==> src/rtl/multi_phase_pwm_driver.sv <==
// N-phase half-bridge PWM generator: shared edge/center-aligned counter, double-buffered duty,
// per-phase dead-time FSM and a latched fault that forces every gate off.
module multi_phase_pwm_driver #(
    parameter int NUM_PHASES     = 3,
    parameter int COUNTER_WIDTH  = 10,
    parameter int PERIOD         = 1000,
    parameter int DEAD_TIME      = 8,
    parameter bit CENTER_ALIGNED = 1'b0
) (
    input  logic                                clock,
    input  logic                                reset_n,
    input  logic [NUM_PHASES*COUNTER_WIDTH-1:0] duty,
    input  logic                                duty_load,
    input  logic [NUM_PHASES-1:0]               high_z,
    input  logic                                fault,
    input  logic                                fault_clear,
    output logic [NUM_PHASES-1:0]               pwm_high,
    output logic [NUM_PHASES-1:0]               pwm_low,
    output logic                                period_start,
    output logic                                update_ack,
    output logic                                fault_latched
);

    localparam logic [COUNTER_WIDTH-1:0] PERIOD_C = COUNTER_WIDTH'(PERIOD);
    localparam logic [COUNTER_WIDTH-1:0] LAST_UP  = COUNTER_WIDTH'(PERIOD - 1);
    localparam logic [COUNTER_WIDTH-1:0] ONE      = COUNTER_WIDTH'(1);
    localparam logic [7:0]               DT_LAST  = 8'(DEAD_TIME - 1);

    typedef enum logic [1:0] {
        PH_OFF   = 2'd0,
        PH_HS_ON = 2'd1,
        PH_LS_ON = 2'd2,
        PH_DEAD  = 2'd3
    } phase_state_t;

    logic [COUNTER_WIDTH-1:0] count;
    logic                     count_up;
    logic                     boundary;
    logic                     pending_flag;

    // boundary marks the cycle whose closing edge brings the counter back to zero
    always_comb begin
        if (CENTER_ALIGNED) begin
            boundary = !count_up && (count == ONE);
        end else begin
            boundary = (count == LAST_UP);
        end
    end

    assign period_start = (count == '0);

    always_ff @(posedge clock or negedge reset_n) begin
        if (!reset_n) begin
            count    <= '0;
            count_up <= 1'b1;
        end else if (CENTER_ALIGNED) begin
            if (count_up) begin
                if (count == PERIOD_C) begin
                    count    <= count - ONE;
                    count_up <= 1'b0;
                end else begin
                    count <= count + ONE;
                end
            end else begin
                if (count == ONE) begin
                    count_up <= 1'b1;
                end
                count <= count - ONE;
            end
        end else begin
            if (boundary) begin
                count <= '0;
            end else begin
                count <= count + ONE;
            end
        end
    end

    // a load in the boundary cycle itself is taken directly, so it also acknowledges
    always_ff @(posedge clock or negedge reset_n) begin
        if (!reset_n) begin
            pending_flag <= 1'b0;
            update_ack   <= 1'b0;
        end else begin
            update_ack <= boundary && (duty_load || pending_flag);
            if (boundary) begin
                pending_flag <= 1'b0;
            end else if (duty_load) begin
                pending_flag <= 1'b1;
            end
        end
    end

    always_ff @(posedge clock or negedge reset_n) begin
        if (!reset_n) begin
            fault_latched <= 1'b0;
        end else if (fault) begin
            fault_latched <= 1'b1;
        end else if (fault_clear) begin
            fault_latched <= 1'b0;
        end
    end

    for (genvar k = 0; k < NUM_PHASES; k++) begin : g_phase
        logic [COUNTER_WIDTH-1:0] duty_raw;
        logic [COUNTER_WIDTH-1:0] duty_clamped;
        logic [COUNTER_WIDTH-1:0] pending_duty;
        logic [COUNTER_WIDTH-1:0] active_duty;
        logic                     ideal_hi;
        logic                     force_off;
        phase_state_t             state;
        logic [7:0]               dt_cnt;
        logic                     hi_q;
        logic                     lo_q;

        assign duty_raw     = duty[k*COUNTER_WIDTH +: COUNTER_WIDTH];
        assign duty_clamped = (duty_raw > PERIOD_C) ? PERIOD_C : duty_raw;
        assign ideal_hi     = (active_duty == PERIOD_C) || (count < active_duty);
        // the raw fault input also forces off so the gates drop on the very next edge
        assign force_off    = high_z[k] || fault || fault_latched;

        always_ff @(posedge clock or negedge reset_n) begin
            if (!reset_n) begin
                pending_duty <= '0;
                active_duty  <= '0;
            end else begin
                if (duty_load) begin
                    pending_duty <= duty_clamped;
                end
                if (boundary) begin
                    if (duty_load) begin
                        active_duty <= duty_clamped;
                    end else if (pending_flag) begin
                        active_duty <= pending_duty;
                    end
                end
            end
        end

        // every switchover passes through DEAD; the target side is decided only on exit
        always_ff @(posedge clock or negedge reset_n) begin
            if (!reset_n) begin
                state  <= PH_OFF;
                dt_cnt <= '0;
                hi_q   <= 1'b0;
                lo_q   <= 1'b0;
            end else if (force_off) begin
                state  <= PH_OFF;
                dt_cnt <= '0;
                hi_q   <= 1'b0;
                lo_q   <= 1'b0;
            end else begin
                case (state)
                    PH_OFF: begin
                        state  <= PH_DEAD;
                        dt_cnt <= '0;
                        hi_q   <= 1'b0;
                        lo_q   <= 1'b0;
                    end
                    PH_HS_ON: begin
                        if (!ideal_hi) begin
                            state  <= PH_DEAD;
                            dt_cnt <= '0;
                            hi_q   <= 1'b0;
                            lo_q   <= 1'b0;
                        end
                    end
                    PH_LS_ON: begin
                        if (ideal_hi) begin
                            state  <= PH_DEAD;
                            dt_cnt <= '0;
                            hi_q   <= 1'b0;
                            lo_q   <= 1'b0;
                        end
                    end
                    PH_DEAD: begin
                        if (dt_cnt == DT_LAST) begin
                            state <= ideal_hi ? PH_HS_ON : PH_LS_ON;
                            hi_q  <= ideal_hi;
                            lo_q  <= !ideal_hi;
                        end else begin
                            dt_cnt <= dt_cnt + 8'd1;
                        end
                    end
                    default: begin
                        state <= PH_OFF;
                        hi_q  <= 1'b0;
                        lo_q  <= 1'b0;
                    end
                endcase
            end
        end

        assign pwm_high[k] = hi_q;
        assign pwm_low[k]  = lo_q;
    end

endmodule

==> config.mk <==
export PLATFORM = sky130hd
export DESIGN_NAME = multi_phase_pwm_driver
export DESIGN_NICKNAME = d
export VERILOG_FILES = /design/src/rtl/multi_phase_pwm_driver.sv
export SDC_FILE = /design/constraint.sdc
export NUM_CORES = 1
export LEC_CHECK = 0
export BUFFER_PORTS_ARGS = -buffer_cell sky130_fd_sc_hd__buf_2
export CAP_MARGIN = 20
export CORE_MARGIN = 8
export CORE_UTILIZATION = 56
export DETAILED_ROUTE_END_ITERATION = 10
export GPL_ROUTABILITY_DRIVEN = 1
export PLACE_DENSITY = 0.82
export SKIP_CTS_REPAIR_TIMING = 1
export SYNTH_ARGS = -nofsm -noshare
export SYNTH_HDL_FRONTEND = slang
export SYNTH_SLANG_ARGS = --single-unit
==> constraint.sdc <==
create_clock -name clock -period 5.4 [get_ports clock]
set_input_delay 0.81 -clock clock [delete_from_list [all_inputs] [get_ports clock]]
set_output_delay 0.81 -clock clock [all_outputs]
set_load 0.01 [all_outputs]
Word level (Yosys, flattened, before mapping). Cells that the tools add are included.

Input bits: 38. Bits in latches: 0. Memory bits (read-only): 0. Register bits: 109. Memories kept: 0. RAM bits: 0. Output and inout bits: 9. Word-level logic and storage cells: 159.

Shifts and indexed selects: 0. Reductions and logical operators: 28. Multiply operators: 0. Bitwise operators: 0. $add $sub $neg: 4. Magnitude comparators: 6. Eq/ne operators: 28. Multiplexer cells: 71. Div/mod/pow operators: 0.

Operators with widths (count): $mux 10 (10); $mux 8 (12); $pmux 8 s4 (3); $eq 10x10->1 const B (4); $ne 3x3->1 const B (12); $gt 10x10->1 const B (3); $lt 10x10->1 (3); $mux 2 (15); $add 8x1->8 const B (3); $eq 8x3->1 const B (3); $pmux 1 s4 (6); $pmux 2 s4 (3); $mux 1 (22); $reduce_and 3->1 (6); $eq 2x2->1 const B (6); $add 10x1->10 const B (1); $logic_not 10->1 (1); $logic_or 1x1->1 (10); $eq 2x1->1 const B (3); $logic_not 2->1 (3); $reduce_bool 2->1 (3); $logic_not 1->1 (3); $reduce_and 2->1 (1); $logic_and 1x1->1 (1).

Depth between registers and ports, before layout.
Depth after elaboration: 6. Depth in mapped cells: 9. Depth with buffers taken out: 8.

Least setup slack after synthesis. OpenSTA, ideal clock, no wires.

Path type: register to register. From: register count[7]. To: register g_phase[1].dt_cnt[7]. Stages on the path, launching flop included: 9. Path slack: 3162 ps. Required time: 5263 ps. Arrival: 2101 ps. Path buffers: 1. Path through: dfrtp_1 ha_1 a211oi_1 nor2_1 a2111oi_4 or2_1 buf_4 mux2i_1 o211ai_1.

Word-level cells in the longest chain between the ends: 4.

Ends and longest elaborated chain: start, declared (line 36) `logic [COUNTER_WIDTH-1:0] count;`; start signal, assigned (line 59) `count <= count - ONE;`; start signal, assigned (line 62) `count <= count + ONE;`; start signal, assigned (line 68) `count <= count - ONE;`; $lt 10x10->1 * (line 118) `assign ideal_hi = (active_duty == PERIOD_C) || (count < active_duty);`; $logic_or 1x1->1 * (line 118); $ne 3x3->1 (no source line); $reduce_and 3->1 (no source line) *; end signal, assigned (line 182) `dt_cnt <= dt_cnt + 8'd1;`; end, declared (line 112) `logic [7:0] dt_cnt;`.

Mark *: on every way between the ends. The rest lies on a longest branch, timed or not. A chain may end at the register's enable or synchronous reset.

Worst setup path in the final report.
From: register count[0]. To: output port period_start.

Word-level cells in the longest chain between the ends: 1.

Ends and longest elaborated chain: $logic_not 10->1 (line 50) `assign period_start = (count == '0);`; end, declared (line 19) `output logic period_start,`.

No other way between the ends.

==> qor.yml <==
num_rows: 38
fillerInstances: 879
drt_iter0_markers: 331
cts_buffer_depth: 2
grt_max_degree: 74
antenna_found_initial: 0
slew_viol_final: 0
final.setup.tns_ns: 0
ys_types: 64
syn_area_sq_um: 6127
yosysTopAreaCell: "dfrtp_1"
ys_top_cells_by_area: "dfrtp_1 (45%), ha_1 (6.5%), mux2_2 (4.8%), mux2_4 (4.7%), inv_1 (3.7%)"
dieArea_sq_um: 14540
clock_latency_ns: 0.38
cts_sinks: 109
route.detailed.drc: 0
syn_area_per_cell_sq_um: 10.25
post-route-period-util_pct: 49.14
yosys.area.top_type_share_pct: 44.52
hold_violations: 0
crit_path_end_kind: "primary output"
setup_violations: 0
hold_path.class: "flop to flop"
synth_edf_count: 0
port_buffers: 46
cp_max_fo: 8
max_freq_ghz: 0.3769
overflow: 0
layout.nets: 699
drive_above_1_share_pct: 19.72
met1_usage_pct: 22.52
gr-max-usage-layer: "met2"
total_power_w: 0.001449
coreArea_sq_um: 10750
rsz0062_at_grt: "false"
ir_drop_v: 0.0001457
slowest_stage: "dfrtp_1"
place_hpwl_um: 9433
routed_wl_um: 12840
via_count: 4638
synth_cells: 598
start_util_pct: 57.02
grt.total_usage_pct: 18.38
period_needed_ns: 2.653
maxSlewHeadroom_pct: 41.67
synth_fp_nets: 668
ys.flop_type: "dfrtp_1"
cts_buffers: 9
gp_congestion: 0.9161
tritoncts: "done"
async_flop_share_pct: 100.0
clock_tree.root_cell: "clkbuf_8"
drv_cap: 0
worstPathArrival_ns: 1.84
die_w_um: 120.6
diodes: 0
ios: 47
fin_skew_ns: 0.009584
gr-usage-met3_pct: 3.497
wl_per_cell_um: 16.59
ys_ff_latch: 109
area_delta_synth_final_pct: 7.413
die_h_um: 120.6
crit_chain: "inv_1 > ha_1 > nor4b_1 > nand2_1 > nor4_1 > buf_2"
power.leakage_nw: 2.936
grt_pass1_wl_um: 21990
yosysWarningCount: 0
h-tree-depth: 3
start_kind: "flop"
critPathBufInv: 2
required_ns: 4.59
dr.pass1.iters: 7
postRouteAntennaNets: 0
grt_pass1_vias: 4660
cp_top_family: "simple AND/OR/NAND/NOR gates"
vias_per_cell: 5.992
grt_util_met2_pct: 31.75
synth-seq-area-share_pct: 44.52
synth_commonest_cells: "dfrtp_1 (109), inv_1 (61), nand3_1 (41), nand2_1 (36), ha_1 (32)"
clk_pin_slew_ns: 0.10
slowest_delay_ns: 0.49
power_density_nw_per_um2: 220.1
worstMarginPinSlew_ns: 0.8702
path_class: "flop to primary output"
yosysMostFrequentCell: "dfrtp_1"
status: "complete, no violations"
==> worst reg2reg max path, delay by kind of cell (launching register included) <==
family	cells	cell delay [ns]
compound gates	3	0.76
fa+ha+maj	1	0.37
flops	1	0.53
mux	1	0.39
simple gates	2	0.42
==> cell families after synthesis <==
logic type	synth area share, %
XOR/XNOR	1.858
AO/OA/AOI/OAI	12.93
AND/OR/NAND/NOR	17.32
buffers and inverters	6.535
adder cells (fa/ha/maj)	6.535
multiplexers	10.31
flip-flops	44.52
==> metal layers <==
metal | wire length (um) | part of all wire, %
met2 | 6604 | 51
met4 | 180 | 1.4
met3 | 488 | 3.8
met1 | 5567 | 43
met5 | 0 | 0
==> state kept, by name (all words and copies together), names as in the netlist <==
register and cells:
g_phase.active_duty 30, g_phase.pending_duty 30, g_phase.dt_cnt 24, count 10, g_phase.state 6, g_phase.hi_q 3
g_phase.lo_q 3, fault_latched 1, pending_flag 1, update_ack 1
==> layout make-up <==
cell class	count	area, sq um	share of cell area, %
Tap cell	140	175.2	2.662
Inverter	62	235.2	3.574
Timing Repair Buffer	47	240.2	3.650
Clock inverter	7	80.08	1.217
Clock buffer	9	123.9	1.882
Multi-Input combinational cell	400	2999	45.57
Sequential cell	109	2728	41.44
==> where the power goes <==
part | switching (W) | internal (W)
Sequential | 0.0000109 | 0.000839
Combinational | 0.0000552 | 0.0000339
Clock | 0.000289 | 0.000221
Total | 0.000355 | 0.00109
==> placed cells by master, fill, tap and decap left out, types with 3 or more instances in the layout <==
| cell | instances |
|---|---|
| a211oi_1 | 4 |
| a21o_1 | 4 |
| a21oi_1 | 16 |
| a31oi_1 | 18 |
| a41oi_1 | 3 |
| and3_1 | 15 |
| buf_2 | 45 |
| clkbuf_8 | 9 |
| dfrtp_1 | 109 |
| ha_1 | 32 |
| inv_1 | 61 |
| mux2_2 | 26 |
| mux2_4 | 19 |
| mux2i_1 | 4 |
| nand2_1 | 36 |
| nand3_1 | 41 |
| nand3b_1 | 5 |
| nand4_1 | 20 |
| nand4b_1 | 3 |
| nor2_1 | 29 |
| nor2b_1 | 6 |
| nor3_1 | 7 |
| nor3_2 | 3 |
| nor4_1 | 8 |
| o211ai_1 | 8 |
| o21ai_0 | 18 |
| o21ai_1 | 5 |
| o22a_1 | 3 |
| o22ai_1 | 9 |
| o31ai_1 | 7 |
| or3_1 | 7 |
| xnor2_1 | 7 |
| xor2_1 | 6 |
==> final timing paths <==
kind                                       startpoint                          to  slack (ns)  cells past startpoint
min                        g_phase[2].pending_duty[9]  g_phase[2].pending_duty[9]        0.51                      1
max                                          count[0]                period_start        2.75                      6
max in group asynchronous                     reset_n        g_phase[1].dt_cnt[6]        3.82                      2
min reg2reg                g_phase[2].pending_duty[9]  g_phase[2].pending_duty[9]        0.51                      1
max reg2reg                                  count[7]        g_phase[1].dt_cnt[7]        2.79                      7
min in group asynchronous                     reset_n  g_phase[1].pending_duty[3]        0.52                      1
==> metrics by stage <==
| stage | worst slack, ns | instance area [sq um] | util, % | std cells | hold WS (ns) |
|---|---|---|---|---|---|
| finish | 2.747 | 6581 | 61.25 | 774 | 0.5120 |
| global route | 2.598 | 6581 | 61.25 | 774 | 0.5297 |
| CTS | 2.766 | 6581 | 61.25 | 774 | 0.5161 |
| detailed placement | 2.762 | 6377 | 59.35 | 758 | 0.4932 |
| global placement | 2.853 | 6377 | 59.35 | 758 | 0.4847 |
| floorplan | 3.162 | 6127 | - | 598 | 0.4694 |
No activity file was read; power rests on OpenSTA's default activity.
